**config.mk**
```make
export PLATFORM = sky130hd
export DESIGN_NAME = bumpy_game_ctrl
export DESIGN_NICKNAME = d
export VERILOG_FILES = /design/src/rtl/bumpy_pkg.sv /design/src/rtl/bumpy_frame_timer.sv /design/src/rtl/bumpy_game_ctrl.sv
export SDC_FILE = /design/constraint.sdc
export NUM_CORES = 1
export LEC_CHECK = 0
export ABC_CLOCK_PERIOD_IN_PS = 4700
export BUFFER_PORTS_ARGS = -buffer_cell sky130_fd_sc_hd__buf_2
export CAP_MARGIN = 10
export CORE_MARGIN = 4
export CORE_UTILIZATION = 45
export CTS_BUF_LIST = sky130_fd_sc_hd__clkbuf_16
export DETAILED_ROUTE_END_ITERATION = 12
export GPL_ROUTABILITY_DRIVEN = 0
export GPL_TIMING_DRIVEN = 0
export PLACE_DENSITY = 0.72
export SYNTH_ARGS = -nofsm -noshare
export SYNTH_HDL_FRONTEND = slang
export SYNTH_HIERARCHICAL = 1
export SYNTH_SLANG_ARGS = --single-unit
```
**constraint.sdc**
```tcl
create_clock -name clk -period 4.7 [get_ports clk]
set_input_delay 0.94 -clock clk [delete_from_list [all_inputs] [get_ports clk]]
set_output_delay 0.94 -clock clk [all_outputs]
set_load 0.01 [all_outputs]
```
**src/rtl/bumpy_pkg.sv**
```systemverilog
// bumpy_pkg: game-flow states, tile-type codes shared with the movement FSM, and a width helper
package bumpy_pkg;
  typedef enum logic [3:0] {
    S_TITLE, S_LOAD, S_READY, S_PLAY, S_DYING, S_LEVEL_DONE, S_GAME_OVER, S_WIN
  } game_state_t;
  localparam logic [2:0] FREE = 3'd0, REGU = 3'd1, GATE = 3'd2, DEATH = 3'd3, WALL = 3'd4;
  function automatic int max3(input int a, input int b, input int c);
    return (a > b) ? ((a > c) ? a : c) : ((b > c) ? b : c);
  endfunction
endpackage

```
**src/rtl/bumpy_frame_timer.sv**
```systemverilog
// bumpy_frame_timer: counts frame ticks since the last clear; done when the count equals len
module bumpy_frame_timer #(
  parameter int W = 6
) (
  input  logic         clk,
  input  logic         reset,
  input  logic         clr,
  input  logic         tick,
  input  logic         hold,
  input  logic [W-1:0] len,
  output logic         done
);
  logic [W-1:0] cnt;
  always_ff @(posedge clk)
    cnt <= (reset || clr) ? '0 : (tick && !hold && !done) ? cnt + 1'b1 : cnt;
  assign done = cnt == len;
endmodule

```
**src/rtl/bumpy_game_ctrl.sv**
```systemverilog
// bumpy_game_ctrl: game-flow sequencer (title/load/ready/play/dying/level-done/game-over/win); BUMPY_PAUSE_EN adds pause
module bumpy_game_ctrl
  import bumpy_pkg::*;
#(
  parameter int NUM_LEVELS   = 4,
  parameter int LEVEL_W      = 2,
  parameter int START_LIVES  = 3,
  parameter int LIVES_W      = 3,
  parameter int READY_FRAMES = 30,
  parameter int DEATH_FRAMES = 60,
  parameter int DONE_FRAMES  = 45
) (
  input  logic               clk,
  input  logic               reset,
  input  logic               startOfFrame,
  input  logic               any_key,
  input  logic               pause_key,
  input  logic               die,
  input  logic               gate_reached,
  input  logic               load_done,
  output logic [3:0]         game_state,
  output logic               bumpy_resetN,
  output logic               level_load,
  output logic [LEVEL_W-1:0] level,
  output logic [LIVES_W-1:0] lives,
  output logic               freeze,
  output logic               game_over,
  output logic               win
);
  localparam int TW = $clog2(max3(READY_FRAMES, DEATH_FRAMES, DONE_FRAMES) + 1);
  game_state_t state, state_n;
  logic any_key_d, key_rise, tdone, paused, paused_n, last_level;
  logic bumpy_resetN_n, level_load_n, freeze_n, game_over_n, win_n;
  logic [TW-1:0] len;
  logic [LEVEL_W-1:0] level_n;
  logic [LIVES_W-1:0] lives_n;
  assign key_rise = any_key && !any_key_d;
  assign last_level = level == LEVEL_W'(NUM_LEVELS - 1);
  assign game_state = state;
  assign len = (state == S_READY) ? TW'(READY_FRAMES) :
               (state == S_DYING) ? TW'(DEATH_FRAMES) : TW'(DONE_FRAMES);
`ifdef BUMPY_PAUSE_EN
  logic pause_d;
  assign paused_n = (state_n != S_PLAY) ? 1'b0 :
                    paused ^ (state == S_PLAY && pause_key && !pause_d);
  always_ff @(posedge clk) begin
    pause_d <= reset ? 1'b0 : pause_key;
    paused  <= reset ? 1'b0 : paused_n;
  end
`else
  logic unused_pause;
  assign unused_pause = pause_key;
  assign paused = 1'b0;
  assign paused_n = 1'b0;
`endif
  bumpy_frame_timer #(.W(TW)) u_timer (
    .clk  (clk),
    .reset(reset),
    .clr  (state_n != state),
    .tick (startOfFrame),
    .hold (paused),
    .len  (len),
    .done (tdone)
  );
  always_ff @(posedge clk) begin
    if (reset) begin
      state        <= S_TITLE;
      any_key_d    <= 1'b0;
      level        <= '0;
      lives        <= LIVES_W'(START_LIVES);
      bumpy_resetN <= 1'b0;
      level_load   <= 1'b0;
      freeze       <= 1'b1;
      game_over    <= 1'b0;
      win          <= 1'b0;
    end else begin
      state        <= state_n;
      any_key_d    <= any_key;
      level        <= level_n;
      lives        <= lives_n;
      bumpy_resetN <= bumpy_resetN_n;
      level_load   <= level_load_n;
      freeze       <= freeze_n;
      game_over    <= game_over_n;
      win          <= win_n;
    end
  end
  // level_load is high exactly in the first S_LOAD cycle, so it also masks an early load_done
  always_comb begin
    state_n = state;
    level_n = level;
    lives_n = lives;
    case (state)
      S_TITLE:      state_n = key_rise ? S_LOAD : S_TITLE;
      S_LOAD:       state_n = (!level_load && load_done) ? S_READY : S_LOAD;
      S_READY:      state_n = tdone ? S_PLAY : S_READY;
      S_PLAY:       state_n = paused ? S_PLAY : die ? S_DYING : gate_reached ? S_LEVEL_DONE : S_PLAY;
      S_DYING: if (tdone) begin
        state_n = (lives <= LIVES_W'(1)) ? S_GAME_OVER : S_READY;
        lives_n = (lives == '0) ? '0 : lives - 1'b1;
      end
      S_LEVEL_DONE: if (tdone) begin
        state_n = last_level ? S_WIN : S_LOAD;
        level_n = last_level ? level : level + 1'b1;
      end
      S_GAME_OVER, S_WIN: if (key_rise) begin
        state_n = S_TITLE;
        level_n = '0;
        lives_n = LIVES_W'(START_LIVES);
      end
      default: state_n = S_TITLE;
    endcase
  end
  always_comb begin
    bumpy_resetN_n = state_n == S_PLAY || state_n == S_DYING;
    level_load_n   = state_n == S_LOAD && state != S_LOAD;
    freeze_n       = !(state_n == S_PLAY && !paused_n);
    game_over_n    = state_n == S_GAME_OVER;
    win_n          = state_n == S_WIN;
  end
endmodule

```
==> summary.txt, run 1 <==
Outcome
  • Status: complete, no violations

Synth
  • Sequential area share after synthesis: 0.332
  • Syn_area_per_cell: around 8.5 sq um
  • Post-synth EDFFs: 0
  • Mapped Area: 1270 sq um
  • Ys flop type: dfxtp_1
  • Post-synthesis instance total: 149
  • Yosys warns: 6
  • Seq cells post-synth: 21
  • Asr flop ratio synth: 0
  • Distinct cells, synth: 46

Pwr
  • Power per Cell Area: 265 nW/um^2
  • Peak VDD IR: 0.000233 V
  • Total power: ~0.40 mW
  • Leakage Power: 0.655 nW

Clocking
  • CTS Sinks: 21
  • CTS tree: built
  • Clock slew at reported path FFs: 60 ps
  • Quantity of hold-fixing buffers added after cts: 0
  • Cts repair resizes: 0
  • CTS max path bufs: 2
  • Post-CTS setup buffers: 0
  • Clk root buf: clkbuf_16
  • H-tree levels: 1
  • Latest clock arrival within the worst-skew pair: 260 ps
  • CTS buffer count: 3

Layout
  • Share of cells above drive strength 1: 0.210
  • Synthesis-to-layout area growth: 18.0%
  • Most common cell after layout, fill and taps aside: dfxtp_1
  • Fin nets: about 190
  • Finished Core Util: 0.577
  • ANT cells: 0
  • Final instance count without filler cells: 206
  • Most frequent cells in the layout: dfxtp_1, buf_2, nor2_1

Floorplan
  • Chip Height: 61.0 um
  • Die Wd: between 60 and 70 um
  • Die footprint: between 3000 and 4000 sq um
  • Core area: ~2600 sq um
  • Row Count: 18
  • Ports: 22
  • Initial Util: 0.489

Routing
  • DR vias: 1181
  • Routed WL per cell: 14.6 um
  • Vias per cell: 5.73
  • Total routed wirelength: 3.01 mm
  • Detail Route Antenna Nets: 0
  • DRC: 0
  • Iter 0 DRT Violations: 39
  • First-pass iteration count of the detailed router: 4

GRT
  • Number of global-route vias before repair: 1159
  • Initial antenna violation count: 0
  • GRT overflow: 0
  • Largest net degree at the start of global routing: 12
  • GRT Overall Usage: 0.179
  • First-pass GRT wire length: ~4.9 mm

Timing
  • Fin. Hold Viols: 0
  • Fmax: ~240 MHz
  • Worst hold slack: approximately 500 ps
  • Max Clock Skew: 1.67 ps
  • Unrepaired setup endpoints after global routing: no
  • Slew headroom: 0.565
  • Setup TNS: 0 ps
  • Slew Limit Fails: 0
  • Fin crit period: 4140 ps
  • Final worst-path cycle share: 0.881
  • Worst Tran Pin Value: roughly 650 ps
  • Setup violators final: 0

Min path
  • Hold path start: u_timer/cnt[5]$_SDFFE_PP0P_
  • Hold Path Class: reg2reg

Place
  • Placed insts: 202
  • Dpl hpwl: 2.31 mm
  • Port buffer count: 20

Setup path
  • Largest stage delay, worst path: 560 ps
  • Most common cell on crit path: nor2_1
  • Largest delay share family, worst path: simple AND/OR/NAND/NOR gates
  • Critical path, cell by cell: buf_6 -> or2_2 -> nor2_1 -> a21oi_1 -> xor2_1 -> nor4_4 -> and2_2 -> nor2_1 -> o32ai_1 -> nand2b_2 -> mux2i_1 -> or4b_1 -> nor2_1 -> nand4b_1 -> o211ai_1
  • Critical path arrival: around 4300 ps
  • Nature of the critical path endpoint: flip-flop
  • Reg-to-Reg Start: game_state[2]$_SDFF_PP0_
  • CP Max Fanout: 10
  • Worst path slowest cell: or4b_1
  • Worst setup SP type: flip-flop
  • Req. time, crit path: between 4000 and 5000 ps
  • Worst path bufs/invs: 1
  • CP Class: reg2reg
  • Crit path launch: game_state[2]$_SDFF_PP0_

Flow run
  • MaxCap Viol Count: 0
## cell families (layout without fill, tap and decap cells)
kind of cell               Yosys count  after routing  share of synthesized area
and+or+nand+nor                     77             77                      0.376
AOI/OAI and AO/OA                   25             25                      0.123
DFF                                 21             21                      0.332
muxes                                8              8                     0.0632
buffers and inverters                8             32                     0.0385
xor gates and xnor gates             6              6                     0.0415
adders and majority gates            2              2                     0.0198
other                                2              5                    0.00593
## metrics by stage
stage	setup WS, ps	cell area [sq um]
after floorplan	1080	1280
after global placement	755	1420
after detailed placement	580	1420
after CTS	523	1490
after global routing	177	1490
final	558	1490
## worst min-delay path, stage by stage, from the launching register on
cell and delay, ps:
dfxtp_1 330, nand2_1 70, mux2i_1 60
## flip-flops by register name, summed over array words and instances (netlist names)
signal / count
game_over: 1
freeze: 1
win: 1
any_key_d: 1
lives: 3
u_timer/cnt: 6
bumpy_resetN: 1
level_load: 1
level: 2
game_state: 4
## area by class of cell
type                            instances  area [sq um]
Fill cell                             246          1100
Multi-Input combinational cell        123           808
Sequential cell                        21           420
Timing Repair Buffer                   20           100
Clock buffer                            3          75.1
Tap cell                               30          37.5
Buffer                                  4          33.8
Inverter                                4          15.0
Clock inverter                          1          3.75
## synthesized netlist by cell type (2+ instances only)
master | instances | area share
dfxtp_1 | 21 | 0.33
nor2_1 | 18 | 0.053
a21oi_1 | 10 | 0.040
nand2_1 | 10 | 0.030
mux2i_1 | 8 | 0.063
o21ai_0 | 6 | 0.024
xor2_1 | 6 | 0.042
nor2b_1 | 5 | 0.025
inv_1 | 4 | 0.012
nand2b_1 | 4 | 0.020
nand4_1 | 4 | 0.020
nor3_1 | 4 | 0.016
o211ai_1 | 3 | 0.018
or3_1 | 3 | 0.015
or4b_1 | 3 | 0.024
a211o_1 | 2 | 0.014
and2_2 | 2 | 0.012
and2b_2 | 2 | 0.014
buf_6 | 2 | 0.018
conb_1 | 2 | 0.0059
ha_1 | 2 | 0.020
nand3b_1 | 2 | 0.012
nand4b_1 | 2 | 0.014
nor3b_1 | 2 | 0.012
## routing by layer
| metal | wire length, um | part of all wire | global-route usage | up-vias |
|---|---|---|---|---|
| li1 | - | - | - | 586 |
| met1 | 1250 | 0.41 | 0.200 | 560 |
| met2 | 1570 | 0.52 | 0.323 | 28 |
| met3 | 127 | 0.042 | 0.0273 | 7 |
| met4 | 68 | 0.023 | 0.0991 | 0 |
| met5 | 0 | 0 | 0 | - |
## path summary, 6_finish.rpt
| kind | endpoint | slack [ps] | cells after the start |
|---|---|---|---|
| max | u_timer/cnt[2]$_SDFFE_PP0P_ | 560 | 15 |
| min | u_timer/cnt[5]$_SDFFE_PP0P_ | 500 | 2 |
| max reg2reg | u_timer/cnt[2]$_SDFFE_PP0P_ | 560 | 15 |
| min reg2reg | u_timer/cnt[5]$_SDFFE_PP0P_ | 500 | 2 |
## power by group
group          internal, mW  switching, mW
sequential            0.180        0.00291
clock                 0.114         0.0659
combinational        0.0141         0.0187
total                 0.308         0.0876
Note: power is estimated with default switching activity, not from simulation.
==> inputs of run 2 (changes only) <==
--- a/config.mk
+++ b/config.mk
@@ -9,12 +9,12 @@
 export BUFFER_PORTS_ARGS = -buffer_cell sky130_fd_sc_hd__buf_2
 export CAP_MARGIN = 10
 export CORE_MARGIN = 4
-export CORE_UTILIZATION = 45
+export CORE_UTILIZATION = 54
 export CTS_BUF_LIST = sky130_fd_sc_hd__clkbuf_16
 export DETAILED_ROUTE_END_ITERATION = 12
 export GPL_ROUTABILITY_DRIVEN = 0
 export GPL_TIMING_DRIVEN = 0
-export PLACE_DENSITY = 0.72
+export PLACE_DENSITY = 0.83
 export SYNTH_ARGS = -nofsm -noshare
 export SYNTH_HDL_FRONTEND = slang
 export SYNTH_HIERARCHICAL = 1
==> run 2 against run 1 <==
  * Cell count fell by 0.97%
  * Worst setup slack improved by 31 ps
  * Design area barely moved
  * Combinational power fell by 2%
  * Largest cell class unchanged
  * Largest power group unchanged
  * Highest routed layer unchanged
==> summary.txt, run 2 (synthesis gave the netlist of run 1 again) <==
Outcome
  • Status: complete, no violations (unchanged)

Timing
  • Slew Limit Fails: 0 (unchanged)
  • Fmax: 243 MHz (was 241 MHz)
  • Worst hold slack: 496 ps (about the same)
  • Fin crit period: 4110 ps (was 4140 ps)
  • Final worst-path cycle share: 0.875 (was 0.881)
  • Fin. Hold Viols: 0 (unchanged)
  • Slew headroom: 0.577 (was 0.565)
  • Max Clock Skew: 1.58 ps (was 1.67 ps)
  • Worst Tran Pin Value: 630 ps (was 648 ps)
  • Setup violators final: 0 (unchanged)
  • Setup TNS: 0 ps (unchanged)
  • Unrepaired setup endpoints after global routing: no (unchanged)

Routing
  • Total routed wirelength: 2.88 mm (was 3.01 mm)
  • DR vias: 1188 (was 1181)
  • DRC: 0 (unchanged)
  • Vias per cell: 5.82 (was 5.73)
  • First-pass iteration count of the detailed router: 4 (unchanged)
  • Routed WL per cell: 14.1 um (was 14.6 um)
  • Detail Route Antenna Nets: 0 (unchanged)
  • Iter 0 DRT Violations: 22 (was 39)

Floorplan
  • Die footprint: 3180 sq um (was 3730 sq um)
  • Initial Util: 0.572 (was 0.489)
  • Chip Height: 56.4 um (was 61.0 um)
  • Core area: 2210 sq um (was 2590 sq um)
  • Row Count: 17 (was 18)
  • Ports: 22 (unchanged)
  • Die Wd: 56.4 um (was 61.0 um)

Setup path
  • Critical path, cell by cell: buf_6 -> or2_2 -> nor2_1 -> a21oi_1 -> xor2_1 -> nor4_4 -> and2_2 -> nor2_1 -> o32ai_1 -> nand2b_2 -> mux2i_1 -> or4b_1 -> nor2_1 -> nand4b_1 -> o211ai_1 (unchanged)
  • Largest delay share family, worst path: simple AND/OR/NAND/NOR gates (unchanged)
  • Most common cell on crit path: nor2_1 (unchanged)
  • Crit path launch: game_state[2]$_SDFF_PP0_ (unchanged)
  • Nature of the critical path endpoint: flip-flop (unchanged)
  • Register-to-register setup slack: 590 ps (was 560 ps)
  • Largest stage delay, worst path: 550 ps (was 560 ps)
  • Req. time, crit path: 4870 ps (was 4880 ps)
  • Critical path arrival: 4290 ps (was 4320 ps)
  • Crit path depth: 15 (unchanged)
  • CP Max Fanout: 10 (unchanged)
  • R2R cell count: 15 (unchanged)
  • Worst setup SP type: flip-flop (unchanged)
  • Worst r2r dst: u_timer/cnt[2]$_SDFFE_PP0P_ (unchanged)
  • Worst path slowest cell: or4b_1 (unchanged)
  • Worst Setup EP: u_timer/cnt[2]$_SDFFE_PP0P_ (unchanged)
  • Worst path bufs/invs: 1 (unchanged)
  • Reg-to-Reg Start: game_state[2]$_SDFF_PP0_ (unchanged)
  • CP Class: reg2reg (unchanged)

GRT
  • Initial antenna violation count: 0 (unchanged)
  • First-pass GRT wire length: 4.80 mm (was 4.90 mm)
  • GRT Overall Usage: 0.187 (was 0.179)
  • Largest net degree at the start of global routing: 13 (was 12)
  • Number of global-route vias before repair: 1122 (was 1159)
  • GRT overflow: 0 (unchanged)

Layout
  • Final instance count without filler cells: 204 (was 206)
  • Share of cells above drive strength 1: 0.216 (was 0.210)
  • Area of the multi-input gates: 808 sq um (unchanged)
  • Synthesis-to-layout area growth: 17.9% (was 18.0%)
  • Fin nets: 187 (unchanged)
  • Fill count: 204 (was 246)
  • Most common cell after layout, fill and taps aside: dfxtp_1 (unchanged)
  • Register Area: 420 sq um (unchanged)
  • Most frequent cells in the layout: dfxtp_1, buf_2, nor2_1 (unchanged)
  • Finished Core Util: 0.675 (was 0.577)
  • Number of flip-flops in the largest register: 6 (unchanged)
  • Register with the most flip-flops: u_timer/cnt (unchanged)
  • ANT cells: 0 (unchanged)

Place
  • Port buffer count: 20 (unchanged)
  • Placed insts: 200 (was 202)
  • Dpl hpwl: 2.17 mm (was 2.31 mm)

Clocking
  • Latest clock arrival within the worst-skew pair: 250 ps (was 260 ps)
  • CTS Sinks: 21 (unchanged)
  • CTS buffer count: 3 (unchanged)
  • Quantity of hold-fixing buffers added after cts: 0 (unchanged)
  • CTS max path bufs: 2 (unchanged)
  • Clock slew at reported path FFs: 60 ps (about the same)
  • Clk root buf: clkbuf_16 (unchanged)
  • H-tree levels: 1 (unchanged)
  • Cts repair resizes: 0 (unchanged)
  • Post-CTS setup buffers: 0 (unchanged)
  • CTS tree: built (unchanged)

Flow run
  • MaxCap Viol Count: 0 (unchanged)

Min path
  • Worst Hold Depth: 2 (unchanged)
  • Hold Path Class: reg2reg (unchanged)

Pwr
  • Peak VDD IR: 0.000188 V (was 0.000233 V)
  • Leakage Power: 0.654 nW (was 0.655 nW)
  • Power per Cell Area: 265 nW/um^2 (about the same)
[run 2: changes by cell type in the layout (fill, tap and decap cells not counted), sizes merged]
cell	previous run	this run
inv	5	4
clkinv	0	1
[run 2: layout make-up]
class / count / area share
tap: 28 / 0.0235
buffer: 4 / 0.0226
multi-input combinational: 123 / 0.541
clock buffer: 3 / 0.0503
timing repair buffer: 20 / 0.0671
inverter: 4 / 0.0101
clock inverter: 1 / 0.00335
sequential: 21 / 0.282
[run 2: worst min-delay path, delay by kind of cell, from the launching register on]
kind / cells / cell delay [ps]
and+or+nand+nor: 1 / 60
DFF: 1 / 330
AOI/OAI and AO/OA: 1 / 50
[run 2: worst min-delay path by stage]
stage | start | to
after global placement | level[1]$_SDFFE_PP0P_ | level[1]$_SDFFE_PP0P_
final | level[1]$_SDFFE_PP0P_ | level[1]$_SDFFE_PP0P_
after CTS | level[1]$_SDFFE_PP0P_ | level[1]$_SDFFE_PP0P_
after floorplan | u_timer/cnt[5]$_SDFFE_PP0P_ | u_timer/cnt[5]$_SDFFE_PP0P_
after detailed placement | level[1]$_SDFFE_PP0P_ | level[1]$_SDFFE_PP0P_
after global routing | level[1]$_SDFFE_PP0P_ | level[1]$_SDFFE_PP0P_
[run 2: metal layers]
layer / up-vias / routed length, um / share of wire / track usage
li1: 584 / - / - / -
met1: 551 / 1200 / 0.42 / 0.210
met2: 39 / 1450 / 0.50 / 0.322
met3: 14 / 132 / 0.046 / 0.0414
met4: 0 / 93 / 0.032 / 0.102
met5: - / 0 / 0 / 0
[run 2: through the flow]
step | power [mW] | setup slack (ps) | area (sq um)
6_report | 0.396 | 589 | 1490
3_3_place_gp | 0.217 | 736 | 1410
3_5_place_dp | 0.219 | 653 | 1410
4_1_cts | 0.396 | 613 | 1490
2_1_floorplan | 0.209 | 1080 | 1280
5_1_grt | 0.411 | 237 | 1490
[run 2: report_power, final]
part           internal [mW]  switching, mW  total (mW)
registers              0.180        0.00279       0.183
logic                 0.0141         0.0180      0.0321
clock network          0.114         0.0663       0.181
total                  0.309         0.0872       0.396
==> inputs of run 3 (changes only) <==
--- a/config.mk
+++ b/config.mk
@@ -8,14 +8,13 @@
 export ABC_CLOCK_PERIOD_IN_PS = 4700
 export BUFFER_PORTS_ARGS = -buffer_cell sky130_fd_sc_hd__buf_2
 export CAP_MARGIN = 10
-export CORE_MARGIN = 4
+export CORE_MARGIN = 2
 export CORE_UTILIZATION = 54
 export CTS_BUF_LIST = sky130_fd_sc_hd__clkbuf_16
 export DETAILED_ROUTE_END_ITERATION = 12
 export GPL_ROUTABILITY_DRIVEN = 0
 export GPL_TIMING_DRIVEN = 0
-export PLACE_DENSITY = 0.83
+export PLACE_DENSITY = 0.84
 export SYNTH_ARGS = -nofsm -noshare
 export SYNTH_HDL_FRONTEND = slang
-export SYNTH_HIERARCHICAL = 1
 export SYNTH_SLANG_ARGS = --single-unit
==> run 3 against run 2 <==
  * Synthesized area down 8.0%
  * Via count down 6.9%
  * Utilization up 1.3 points
  * Critical path depth decreased by 8
  * Die area shrank 20%
  * Non-clock buffer count increased by 1
  * First-iteration DRC count up 14%
  * Power shrank 4.1%
  * Clock power is 3% lower
  * Worst hold slack better by 14 ps
  * Critical path type unchanged
  * Highest routed layer unchanged
  * Critical endpoint is now bumpy_resetN$_SDFF_PP0_
==> summary.txt, run 3 <==
Outcome
  • Status: complete, no violations (unchanged)

Routing
  • First-pass iteration count of the detailed router: 4 (unchanged)
  • DR vias: 1106 (was 1188)
  • Detail Route Antenna Nets: 0 (unchanged)
  • Vias per cell: 5.82 (about the same)
  • Iter 0 DRT Violations: 25 (was 22)
  • Routed WL per cell: 13.8 um (was 14.1 um)
  • Total routed wirelength: 2.62 mm (was 2.88 mm)
  • DRC: 0 (unchanged)

Clocking
  • CTS tree: built (unchanged)
  • Clock slew at reported path FFs: 60 ps (about the same)
  • Clk root buf: clkbuf_16 (unchanged)
  • Quantity of hold-fixing buffers added after cts: 0 (unchanged)
  • CTS Sinks: 21 (unchanged)
  • Post-CTS setup buffers: 0 (unchanged)
  • CTS buffer count: 3 (unchanged)
  • Cts repair resizes: 0 (unchanged)
  • CTS max path bufs: 2 (unchanged)
  • Latest clock arrival within the worst-skew pair: 250 ps (about the same)
  • H-tree levels: 1 (unchanged)

Synth
  • Distinct cells, synth: 47 (was 46)
  • Mapped Area: 1160 sq um (was 1270 sq um)
  • Yosys warns: 0 (was 6)
  • Top cells by area, synth: dfxtp_1, nor2_1, ha_1, a21oi_1, nand3_1 (was dfxtp_1, mux2i_1, nor2_1, xor2_1, a21oi_1)
  • Post-synth top area share: 0.361 (was 0.332)
  • Count leader, synth: dfxtp_1 (unchanged)
  • Post-synth EDFFs: 0 (unchanged)
  • Syn_area_per_cell: 8.38 sq um (was 8.50 sq um)
  • Ys flop type: dfxtp_1 (unchanged)
  • Sequential area share after synthesis: 0.361 (was 0.332)
  • Seq cells post-synth: 21 (unchanged)
  • Post-synthesis instance total: 139 (was 149)
  • Net Count, Synth: 151
  • Top post-synthesis cells by count: dfxtp_1, nor2_1, a21oi_1, nand2_1, nand3_1 (was dfxtp_1, nor2_1, a21oi_1, nand2_1, mux2i_1)
  • Post-synth top area cell: dfxtp_1 (unchanged)
  • Asr flop ratio synth: 0 (unchanged)

GRT
  • Number of global-route vias before repair: 1065 (was 1122)
  • First-pass GRT wire length: 4.52 mm (was 4.80 mm)
  • GRT Overall Usage: 0.229 (was 0.187)
  • GRT overflow: 0 (unchanged)
  • Largest net degree at the start of global routing: 12 (was 13)
  • Initial antenna violation count: 0 (unchanged)

Place
  • Post-Place Worst Slack: 2010 ps (was 653 ps)
  • Cell Area, Placed: 1300 sq um (was 1410 sq um)
  • Port buffer count: 20 (unchanged)
  • Dpl hpwl: 1.99 mm (was 2.17 mm)

Layout
  • ANT cells: 0 (unchanged)
  • Final design area excluding fillers: 1380 sq um (was 1490 sq um)
  • Register with the most flip-flops: u_timer.cnt (was u_timer/cnt)
  • Fin nets: 176 (was 187)
  • Synthesis-to-layout area growth: 18.3% (was 17.9%)
  • Most frequent cells in the layout: buf_2, dfxtp_1, nor2_1 (was dfxtp_1, buf_2, nor2_1)
  • Share of cells above drive strength 1: 0.202 (was 0.216)
  • Fill count: 173 (was 204)
  • Number of flip-flops in the largest register: 6 (unchanged)

Setup path
  • Reg-to-Reg Start: game_state[2]$_SDFF_PP0_ (unchanged)
  • Critical path arrival: 2720 ps (was 4290 ps)
  • Worst r2r dst: bumpy_resetN$_SDFF_PP0_ (was u_timer/cnt[2]$_SDFFE_PP0P_)
  • CP Max Fanout: 10 (unchanged)
  • Req. time, crit path: 4880 ps (was 4870 ps)
  • R2R cell count: 7 (was 15)
  • CP Class: reg2reg (unchanged)
  • Worst setup SP type: flip-flop (unchanged)
  • Nature of the critical path endpoint: flip-flop (unchanged)
  • Register-to-register setup slack: 2160 ps (was 590 ps)

Flow run
  • MaxCap Viol Count: 0 (unchanged)

Min path
  • Worst Hold Depth: 2 (unchanged)
  • Hold Path Class: reg2reg (unchanged)
  • Hold path start: u_timer.cnt[4]$_SDFFE_PP0P_ (was level[1]$_SDFFE_PP0P_)
  • Hold Path Sink: u_timer.cnt[4]$_SDFFE_PP0P_ (was level[1]$_SDFFE_PP0P_)

Timing
  • Slew Limit Fails: 0 (unchanged)
  • Worst Tran Pin Value: 602 ps (was 630 ps)
  • Setup TNS: 0 ps (unchanged)
  • Final worst-path cycle share: 0.540 (was 0.875)
  • Worst hold slack: 510 ps (was 496 ps)
  • Fmax: 394 MHz (was 243 MHz)
  • Setup violators final: 0 (unchanged)
  • Unrepaired setup endpoints after global routing: no (unchanged)
  • Fin crit period: 2540 ps (was 4110 ps)
  • Fin. Hold Viols: 0 (unchanged)
  • Slew headroom: 0.599 (was 0.577)
  • Slack of the critical path: 2160 ps (was 589 ps)
  • Max Clock Skew: 2.55 ps (was 1.58 ps)

Pwr
  • Total power: 0.380 mW (was 0.396 mW)
  • Leakage Power: 0.577 nW (was 0.654 nW)
  • Peak VDD IR: 0.000204 V (was 0.000188 V)
  • Power per Cell Area: 276 nW/um^2 (was 265 nW/um^2)

Floorplan
  • Initial Util: 0.582 (was 0.572)
  • Row Count: 16 (was 17)
  • Core area: 2000 sq um (was 2210 sq um)
  • Die footprint: 2540 sq um (was 3180 sq um)
  • Chip Height: 50.4 um (was 56.4 um)
  • Die Wd: 50.4 um (was 56.4 um)
  • Ports: 22 (unchanged)
## run 3: changes by cell type after synthesis, moves of 3 or more
cell,before,now
mux2i_1,8,1
a21o_1,0,3
o211ai_1,3,0
nand4_1,4,0
o21ai_0,6,3
nand3_1,1,8
## run 3: power by group
group / leakage, nW / switching (mW) / total, mW / internal [mW]
Clock: 0.0423 / 0.0622 / 0.175 / 0.113
Combinational: 0.365 / 0.0133 / 0.0222 / 0.00896
Sequential: 0.170 / 0.00189 / 0.182 / 0.180
## run 3: routing by layer
layer / track usage / wire (um) / up-vias
met3: 0.0327 / 137 / 4
met4: 0.0901 / 24 / 0
met1: 0.271 / 1140 / 517
met5: 0 / 0 / -
li1: - / - / 544
met2: 0.412 / 1320 / 41
## run 3: stage by stage
step	utilization	cells
finish	0.688	190
global route	0.688	190
CTS	0.688	190
detailed placement	0.649	186
global placement	0.649	186
floorplan	-	139
## run 3: final cells by class
class	count	area (sq um)	share of cell area
multi-input combinational	108	706	0.512
sequential	21	420	0.305
timing repair buffer	20	100	0.0727
clock buffer	3	75.1	0.0545
tap	27	33.8	0.0245
buffer	5	20.0	0.0145
inverter	5	18.8	0.0136
clock inverter	1	3.75	0.00272
## run 3: worst max-delay path by stage
stage,start,endpoint,cells past startpoint
floorplan,load_done,u_timer.cnt[0]$_SDFFE_PP0P_,5
global placement,load_done,u_timer.cnt[5]$_SDFFE_PP0P_,7
detailed placement,any_key,u_timer.cnt[3]$_SDFFE_PP0P_,7
CTS,game_state[3]$_SDFF_PP0_,bumpy_resetN$_SDFF_PP0_,7
global route,game_state[2]$_SDFF_PP0_,bumpy_resetN$_SDFF_PP0_,7
finish,game_state[2]$_SDFF_PP0_,bumpy_resetN$_SDFF_PP0_,7
## run 3: worst max-delay path: stages, from the launching register on
cell and delay (ps):
dfxtp_1 320, clkbuf_1 200, or4b_1 600, mux2i_1 180
a21oi_1 400, a31oi_1 260, or3_1 360, a21oi_1 150
## run 3: kinds of logic after synthesis
group	synth area share
AND/OR/NAND/NOR	0.292
adder cells (fa/ha/maj)	0.0430
flip-flops	0.361
AO/OA/AOI/OAI	0.212
multiplexers	0.0183
buffers and inverters	0.0333
XOR/XNOR	0.0376
other	0.00322
